`src/rtl/rv_pkg.sv`:
```
// Shared encodings for the writeback stage: result sources, load funct3 codes, FSM states.
package rv_pkg;

    localparam logic [1:0] RES_ALU  = 2'b00;
    localparam logic [1:0] RES_LOAD = 2'b01;
    localparam logic [1:0] RES_PC4  = 2'b10;

    localparam logic [2:0] F3_LB  = 3'b000;
    localparam logic [2:0] F3_LH  = 3'b001;
    localparam logic [2:0] F3_LW  = 3'b010;
    localparam logic [2:0] F3_LBU = 3'b100;
    localparam logic [2:0] F3_LHU = 3'b101;

    typedef enum logic [1:0] {
        EMPTY   = 2'b00,
        WAIT_LD = 2'b01,
        WRITE   = 2'b10
    } state_t;

endpackage

```
`src/rtl/load_extend.sv`:
```
// Combinational load data extraction and sign/zero extension with misalignment detection.
module load_extend
    import rv_pkg::*;
#(
    parameter int unsigned XLEN = 32
) (
    input  logic [2:0]      funct3,
    input  logic [1:0]      offset,
    input  logic [XLEN-1:0] rdata,
    output logic [XLEN-1:0] data,
    output logic            misalign
);

    logic [7:0]  byte_sel;
    logic [15:0] half_sel;

    always_comb begin
        byte_sel = rdata[{offset, 3'b000} +: 8];
        half_sel = offset[1] ? rdata[31:16] : rdata[15:0];
        data     = rdata;
        misalign = 1'b0;
        case (funct3)
            F3_LB:   data = {{(XLEN-8){byte_sel[7]}}, byte_sel};
            F3_LBU:  data = {{(XLEN-8){1'b0}}, byte_sel};
            F3_LH: begin
                data     = {{(XLEN-16){half_sel[15]}}, half_sel};
                misalign = offset[0];
            end
            F3_LHU: begin
                data     = {{(XLEN-16){1'b0}}, half_sel};
                misalign = offset[0];
            end
            // LW and every unassigned encoding read the full word
            default: misalign = |offset;
        endcase
    end

endmodule

```
`src/rtl/mem_wb_stage.sv`:
```
// MEM/WB pipeline stage: accepts instructions, waits for load data, drives the register-file write port.
module mem_wb_stage
    import rv_pkg::*;
#(
    parameter int unsigned XLEN = 32
) (
    input  logic            clk,
    input  logic            reset,
    input  logic            m_valid,
    output logic            m_ready,
    input  logic            m_reg_write,
    input  logic [4:0]      m_rd,
    input  logic [1:0]      m_result_src,
    input  logic [XLEN-1:0] m_alu_result,
    input  logic [XLEN-1:0] m_pc_plus4,
    input  logic [2:0]      m_funct3,
    input  logic            dmem_rvalid,
    input  logic [XLEN-1:0] dmem_rdata,
    output logic            WE3,
    output logic [4:0]      A3,
    output logic [XLEN-1:0] WD3,
    output logic            misalign,
    output logic            rsp_err,
    output logic [63:0]     instret
);

    state_t      state;
    logic [4:0]  rd_q;
    logic        rw_q;
    logic [2:0]  f3_q;
    logic [1:0]  off_q;

    logic            accept;
    logic            is_load;
    logic [XLEN-1:0] nl_result;
    logic            nl_we;
    logic [XLEN-1:0] ld_data;
    logic            ld_mis;
    logic            ld_we;

    assign m_ready   = (state != WAIT_LD);
    assign accept    = m_valid & m_ready;
    assign is_load   = (m_result_src == RES_LOAD);
    assign nl_result = (m_result_src == RES_PC4) ? m_pc_plus4 : m_alu_result;
    assign nl_we     = m_reg_write & (m_rd != 5'd0);
    assign ld_we     = rw_q & (rd_q != 5'd0) & ~ld_mis;

    load_extend #(
        .XLEN(XLEN)
    ) u_load_extend (
        .funct3  (f3_q),
        .offset  (off_q),
        .rdata   (dmem_rdata),
        .data    (ld_data),
        .misalign(ld_mis)
    );

    always_ff @(posedge clk) begin
        if (!reset) begin
            state    <= EMPTY;
            rd_q     <= 5'd0;
            rw_q     <= 1'b0;
            f3_q     <= 3'd0;
            off_q    <= 2'd0;
            WE3      <= 1'b0;
            A3       <= 5'd0;
            WD3      <= '0;
            misalign <= 1'b0;
            rsp_err  <= 1'b0;
            instret  <= 64'd0;
        end else begin
            // Write-port outputs are single-cycle pulses; zero unless entering WRITE
            WE3      <= 1'b0;
            A3       <= 5'd0;
            WD3      <= '0;
            misalign <= 1'b0;
            if (dmem_rvalid && state != WAIT_LD) begin
                rsp_err <= 1'b1;
            end
            case (state)
                WAIT_LD: begin
                    if (dmem_rvalid) begin
                        state    <= WRITE;
                        WE3      <= ld_we;
                        A3       <= ld_we ? rd_q : 5'd0;
                        WD3      <= ld_we ? ld_data : '0;
                        misalign <= ld_mis;
                        instret  <= instret + 64'd1;
                    end
                end
                default: begin
                    if (accept && is_load) begin
                        state <= WAIT_LD;
                        rd_q  <= m_rd;
                        rw_q  <= m_reg_write;
                        f3_q  <= m_funct3;
                        off_q <= m_alu_result[1:0];
                    end else if (accept) begin
                        state   <= WRITE;
                        WE3     <= nl_we;
                        A3      <= nl_we ? m_rd : 5'd0;
                        WD3     <= nl_we ? nl_result : '0;
                        instret <= instret + 64'd1;
                    end else begin
                        state <= EMPTY;
                    end
                end
            endcase
        end
    end

endmodule

```
`config.mk`:
```
export PLATFORM = sky130hd
export DESIGN_NAME = mem_wb_stage
export DESIGN_NICKNAME = d
export VERILOG_FILES = /design/src/rtl/rv_pkg.sv /design/src/rtl/load_extend.sv /design/src/rtl/mem_wb_stage.sv
export SDC_FILE = /design/constraint.sdc
export NUM_CORES = 1
export LEC_CHECK = 0
export ABC_AREA = 1
export CELL_PAD_IN_SITES_DETAIL_PLACEMENT = 2
export CELL_PAD_IN_SITES_GLOBAL_PLACEMENT = 2
export CORE_ASPECT_RATIO = 0.7
export CORE_MARGIN = 1
export CORE_UTILIZATION = 21
export CTS_BUF_LIST = sky130_fd_sc_hd__clkbuf_4 sky130_fd_sc_hd__clkbuf_8 sky130_fd_sc_hd__clkbuf_16
export DETAILED_ROUTE_END_ITERATION = 10
export PLACE_DENSITY = 0.81
export SYNTH_ARGS = -nofsm -noshare
export SYNTH_HDL_FRONTEND = slang
export SYNTH_SLANG_ARGS = --single-unit
export TNS_END_PERCENT = 20
```
`constraint.sdc`:
```
create_clock -name clk -period 1.4 [get_ports clk]
set_clock_uncertainty 0.1 [all_clocks]
set_input_delay 0.28 -clock clk [delete_from_list [all_inputs] [get_ports clk]]
set_output_delay 0.28 -clock clk [all_outputs]
set_load 0.05 [all_outputs]
```
After elaboration in Yosys (flattened, before gate mapping)
Cells that the tools add are included.
{"block": "totals", "register_bits": 117, "latchBits": 0, "ram_bits": 0, "rom_bits": 0, "input_bits": 111, "output_inout_bits": 105, "word_cells": 68, "mem_count": 0}
{"block": "op_classes", "addsub": 1, "mul": 0, "div": 0, "magnitude_cmp": 0, "n_eq_ne": 9, "shifts": 1, "n_mux": 28, "n_bitwise": 6, "reduce_logical": 12}
{"op": "64-bit 2-to-1 mux", "n": 4}
{"op": "32-bit 2-to-1 mux", "n": 7}
{"op": "32-bit one-hot mux with 4 select lines", "n": 1}
{"op": "64-bit by 1-bit adder with 64-bit output (second input constant)", "n": 1}
{"op": "32-bit by 6-bit indexed part select with 8-bit output", "n": 1}
{"op": "5-bit 2-to-1 mux", "n": 6}
{"op": "16-bit 2-to-1 mux", "n": 1}
{"op": "5-bit nonzero test", "n": 2}
{"op": "2-bit 2-to-1 mux", "n": 4}
{"op": "3-bit == test (second input constant)", "n": 2}
{"op": "3-bit AND reduction", "n": 2}
{"op": "2-bit OR reduction", "n": 3}
{"op": "1-bit bitwise AND", "n": 4}
{"op": "2-bit by 1-bit == test with 1-bit output (second input constant)", "n": 2}
{"op": "1-bit 2-to-1 mux", "n": 4}
{"op": "2-bit by 1-bit inequality test with 1-bit output (second input constant)", "n": 2}
{"op": "3-bit by 1-bit == test with 1-bit output (second input constant)", "n": 1}
{"op": "3-bit zero test", "n": 1}
{"op": "2-bit == test (second input constant)", "n": 1}
{"op": "1-bit logical AND", "n": 2}
{"op": "2-bit inequality test (second input constant)", "n": 1}
{"op": "1-bit NOT", "n": 2}
{"op": "1-bit one-hot mux with 2 select lines", "n": 1}
{"op": "2-bit AND reduction", "n": 1}
{"op": "2-bit nonzero test", "n": 1}

Depth between registers and ports, before layout
Gate-level depths: netlist of run 1.
{"block": "depth", "depth_word": 8, "mapped_depth": 11, "mapped_depth_nobuf": 11}

Hierarchy
From an unflattened synthesis of run 1, not the netlist that was laid out.
{"block": "hier_totals", "hier_cells": 1120, "area_unflattened_um2": 6757.7}
{"module": "mem_wb_stage", "instances": 1, "cells_each": 947, "area_each_um2": 5990.7, "seq_area_each_um2": 2342.2}
{"module": "load_extend", "instances": 1, "cells_each": 173, "area_each_um2": 767.0, "seq_area_each_um2": 0.0}

Worst setup path before layout of run 1
OpenSTA, ideal clock, no wires.
{"block": "synth_timing", "path_kind": "reg2reg", "startpoint": "register instret[0]", "endpoint": "register instret[42]", "setup_ns": 0.117, "t_arrival_ns": 1.816, "required_time_ns": 1.183, "slack_ns": -0.633, "stages_incl_launch_ff": 11, "n_path_buf": 0, "synth_period_minus_slack_ns": 2.033, "path_cell_list": "dfxtp_1 -> ha_1 -> nand2_1 -> nor2_4 -> nand2_4 -> nor2_2 -> nand2_2 -> nor2_4 -> nand3_1 -> nand2_1 -> nor2_1"}
{"block": "synth_between", "elab_chain_cells": 4, "word_cells_on_any_way": 5, "classes_between": "add/sub (1); mux (4)"}
{"element": "start: declaration", "line_no": "mem_wb_stage.sv:24", "source": "output logic [63:0] instret"}
{"element": "start signal: assignment", "line_no": "mem_wb_stage.sv:88", "source": "instret <= instret + 64'd1;"}
{"element": "start signal: assignment", "line_no": "mem_wb_stage.sv:103", "source": "instret <= instret + 64'd1;"}
{"element": "64-bit by 1-bit adder with 64-bit output *", "line_no": "mem_wb_stage.sv:88, mem_wb_stage.sv:103"}
{"element": "64-bit 2-to-1 mux", "line_no": "mem_wb_stage.sv:98", "source": "end else if (accept) begin"}
{"element": "64-bit 2-to-1 mux", "line_no": "mem_wb_stage.sv:92", "source": "if (accept && is_load) begin"}
{"element": "64-bit 2-to-1 mux *", "line_no": "mem_wb_stage.sv:80", "source": "case (state)"}
Every way passes the cells marked *; elsewhere a longest branch is shown, timed or not. The select of a mux whose other input is x is not followed.
A chain may end at the register's enable or synchronous reset.

Worst setup path after layout of run 1
{"block": "layout_timing", "startpoint": "register instret[0]", "endpoint": "register instret[38]"}
The elaborated chain is that of the path after synthesis.

==> results of run 1 <==
through the flow:
stage / worst slack [ns] / std cells
2_1_floorplan: -0.2846 / 1121
3_3_place_gp: -0.7552 / 1965
3_5_place_dp: -0.8357 / 1965
4_1_cts: -0.3966 / 2017
5_1_grt: -0.7470 / 2062
6_report: -0.7683 / 2063
cell type report:
type                       instances  area (um2)  share of cell area, %
antenna                            6       15.01                0.09873
multi-input combinational        862        5107                  33.59
clock inverter                    12       128.9                 0.8475
tap                              427       534.3                  3.513
sequential                       117        2550                  16.77
timing repair buffer             515        6005                  39.48
clock buffer                      20       460.4                  3.028
inverter                         104       406.6                  2.674
registers in the layout, summed over array words and instances, names as in the netlist:
| name | flops |
|---|---|
| instret | 64 |
| WD3 | 32 |
| A3 | 5 |
| rd_q | 5 |
| f3_q | 3 |
| off_q | 2 |
| state | 2 |
| WE3 | 1 |
| misalign | 1 |
| rsp_err | 1 |
| rw_q | 1 |
how the worst max path moves through the flow:
stage,start,to
6_report,instret[0],instret[38]
5_1_grt,instret[0],instret[38]
4_1_cts,instret[0],instret[36]
3_5_place_dp,dmem_rvalid,A3[1]
3_3_place_gp,dmem_rvalid,WD3[31]
2_1_floorplan,instret[1],instret[44]
tightest hold or removal path, cell delays in order:
cell,delay (ns)
buf_2,0.15
inv_2,0.12
nor3_1,0.09
power breakdown:
| part | leakage, nW | switching (W) | internal [W] |
|---|---|---|---|
| sequential | 0.996 | 0.0000671 | 0.00330 |
| clock | 0.282 | 0.00207 | 0.00273 |
| combinational | 5.14 | 0.00115 | 0.000895 |
cells by family (layout without fill, tap and decap cells):
family | count (synthesis) | count (layout) | share of synthesized area (%)
AO/OA/AOI/OAI | 172 | 172 | 13.05
XOR/XNOR | 10 | 10 | 1.274
adder cells (fa/ha/maj) | 1 | 1 | 0.1820
buffers and inverters | 144 | 651 | 8.791
flip-flops | 117 | 117 | 34.07
other | 0 | 6 | 0
AND/OR/NAND/NOR | 677 | 679 | 42.63
metal layers:
metal | vias to the layer above | GRT usage [%]
li1 | 4532 | -
met1 | 5528 | 37.33
met2 | 616 | 54.01
met3 | 258 | 7.323
met4 | 0 | 17.35
met5 | - | 0
layout by cell type (no fill, tap or decap), types with 3 or more instances in the layout:
| master | n |
|---|---|
| nand2_1 | 257 |
| buf_4 | 196 |
| nor2_1 | 130 |
| buf_12 | 119 |
| clkdlybuf4s50_1 | 108 |
| inv_1 | 89 |
| buf_6 | 84 |
| a21oi_1 | 69 |
| nand2_2 | 63 |
| nor2_4 | 63 |
| nor2_2 | 53 |
| o21ai_0 | 50 |
| dfxtp_4 | 48 |
| dfxtp_1 | 47 |
| nand2_4 | 26 |
| a21oi_2 | 25 |
| dfxtp_2 | 22 |
| nand3_2 | 20 |
| clkbuf_16 | 19 |
| nand3_1 | 15 |
| nand4_1 | 12 |
| inv_2 | 10 |
| o21ai_1 | 10 |
| nor3_1 | 10 |
| nand3_4 | 8 |
| diode_2 | 6 |
| o21ai_2 | 6 |
| xor2_1 | 6 |
| o22ai_1 | 5 |
| and2_1 | 5 |
| clkinv_2 | 4 |
| clkinvlp_4 | 4 |
| buf_8 | 4 |
| nor2_8 | 3 |
| inv_4 | 3 |
| a31oi_1 | 3 |
| nor3_2 | 3 |
timing repair:
action                     4_1_cts  5_1_grt
pin swaps                       69       80
setup endpoints to repair      182      182
setup buffers                   21       37
hold endpoints to repair         0        0
resized for setup              289      204
hold buffers                     0        0
cloned                           1        3
==> summary.md, run 1 <==
| Metric | Value |
|---|---|
| Status | `finished with violations` |
| Failing checks | `negative setup slack` |
| Max Fanout on Critical Path | `3` |
| Post-Syn Nets | `roughly 1200` |
| WP depth | `13` |
| Reg2Reg Depth | `13` |
| Antenna violations before repair | `7` |
| Final ANT Viol Nets | `0` |
| TNS Setup | `-56.82 ns` |
| Ys async rst share | `0%` |
| Share of post-route cells with drive strength above 1 | `roughly half` |
| Standard-cell rows | `55` |
| Syn Area/Cell | `6.132 um2` |
| Sequential fraction of the synthesis area | `about 34%` |
| Core Region | `about 0.032 mm2` |
| DRT met1 WL | `roughly 25000 um` |
| Layout Nets | `approximately 1700` |
| Worst vdd rail ir drop | `between 0.7 and 0.8 mV` |
| Worst hold stages | `3` |
| Crit path largest cell delay | `between 0.3 and 0.4 ns` |
| Critical path buffers and inverters | `3` |
| Detail Placement HPWL | `33760 um` |
| Period Utilization, post-route | `154.9%` |
| Post-synth EDFFs | `0` |
| Grt ovf | `0` |
| Metal3 WL | `between 3000 and 4000 um` |
| Crit path capture type | `flop` |
| CP dominant cell by count | `nor2_4` |
| Via/cell ratio | `~5.3` |
| I/O Buffers | `~220` |
| Maxcap violations | `0` |
| Final Hold Slack | `0.1599 ns` |
| Placer Congestion | `roughly 0.87` |
| Drt drc | `0` |
| Setup ws final | `-0.7683 ns` |
| Reg clk slew, reported paths | `0.08 ns` |
| Commonest cells post-synth | `nand2_1 (331), nor2_1 (228), dfxtp_1 (117)` |
| Initial Util | `a little over a fifth` |
| Pin count of the biggest net entering global routing | `38` |
| Cell Pwr Density | `~670 mW/mm2` |
| Met2 WL | `between 30000 and 40000 um` |
| DR WL/cell | `31.09 um` |
| F_max | `around 0.46 GHz` |
| Clk sinks | `117` |
| Worst min-delay path category | `input port to flop` |
| RSZ-0062 raised after global routing | `true` |
| Area share of the largest cell type after synthesis | `34.07%` |
| Mapped Cells | `about 1100` |
| Post-synth top flop | `dfxtp_1` |
| Crit path time final | `around 2.2 ns` |
| Via count | `10930` |
| Clock buffer depth | `2` |
| WL final | `~64000 um` |
| Slew Limit Fails | `0` |
| Clock latency at the later pin of the worst-skew pair | `around 0.46 ns` |
| Hold path start | `reset` |
| FF-to-FF Start | `instret[0]` |
| Slew HR | `approximately 68%` |
| Fin. Hold Viols | `0` |
| Crit path DAT | `around 2.4 ns` |
| DRT Pass-1 Iters | `7` |
| Synth top area cells | `dfxtp_1 (34%), nand2_1 (18%), nor2_1 (12%), a21oi_1 (6.8%), inv_1 (5.2%)` |
| Slew @ Worst Pin | `~0.48 ns` |
| Drt initial violations | `between 700 and 800` |
| Clk root buf | `clkbuf_16` |
| Finished Core Util | `47.12%` |
| Vias in the first global route | `around 12000` |
| Die Y | `about 150 um` |
| Final instance area | `0.01521 mm2` |
| Inserted Clock Buffers | `17` |
| R2r setup slk | `-0.77 ns` |
| Die Wd | `218.2 um` |
| Yosys reg bits | `117` |
| Filler Cells Inserted | `approximately 3500` |
| Leak | `6.415 nW` |
| Max H-tree Level | `4` |
| Io pins | `~220` |
| Startpoint Class | `flop` |
| Final setup vio count | `180` |
| Synth Warn # | `0` |
| Total Power | `roughly 0.01 W` |
| Hold worst-path end | `misalign` |
| Worst path top cell family by delay | `simple AND/OR/NAND/NOR gates` |
| Count leader, synth | `nand2_1` |
| Area after DPL | `roughly 0.012 mm2` |
| WP data required | `about 1.6 ns` |
| TritonCTS clock tree | `yes` |
| Synth cell types | `41` |
| Area Growth Syn to Fin | `121.2%` |
| Critical-path top delay cell | `dfxtp_4` |
| Crit Path Class | `flop to flop` |
| Die Area | `between 0.03 and 0.04 mm2` |
| CP cell instances | `ha_4, nand2_4, nor2_4, buf_4, buf_6, nand2_2, nor2_4, buf_6, nand2_4, nor2_4, nand3_2, nand2_2, nor2_2` |
| Top Layer Used | `met4` |
| GRT Total Usage | `about a third` |
| Area leader, netlist | `dfxtp_1` |
| Synthesized area | `0.006874 mm2` |
| First-pass GRT wire length | `around 78000 um` |
| R2R Path End | `instret[38]` |
Note: power is estimated with default switching activity, not from simulation.
==> run 2, diff against run 1 <==
- CAP_MARGIN: default -> 40
==> results of run 2 <==
No change in the layout: final DEF, timing and power equal those of run 1.
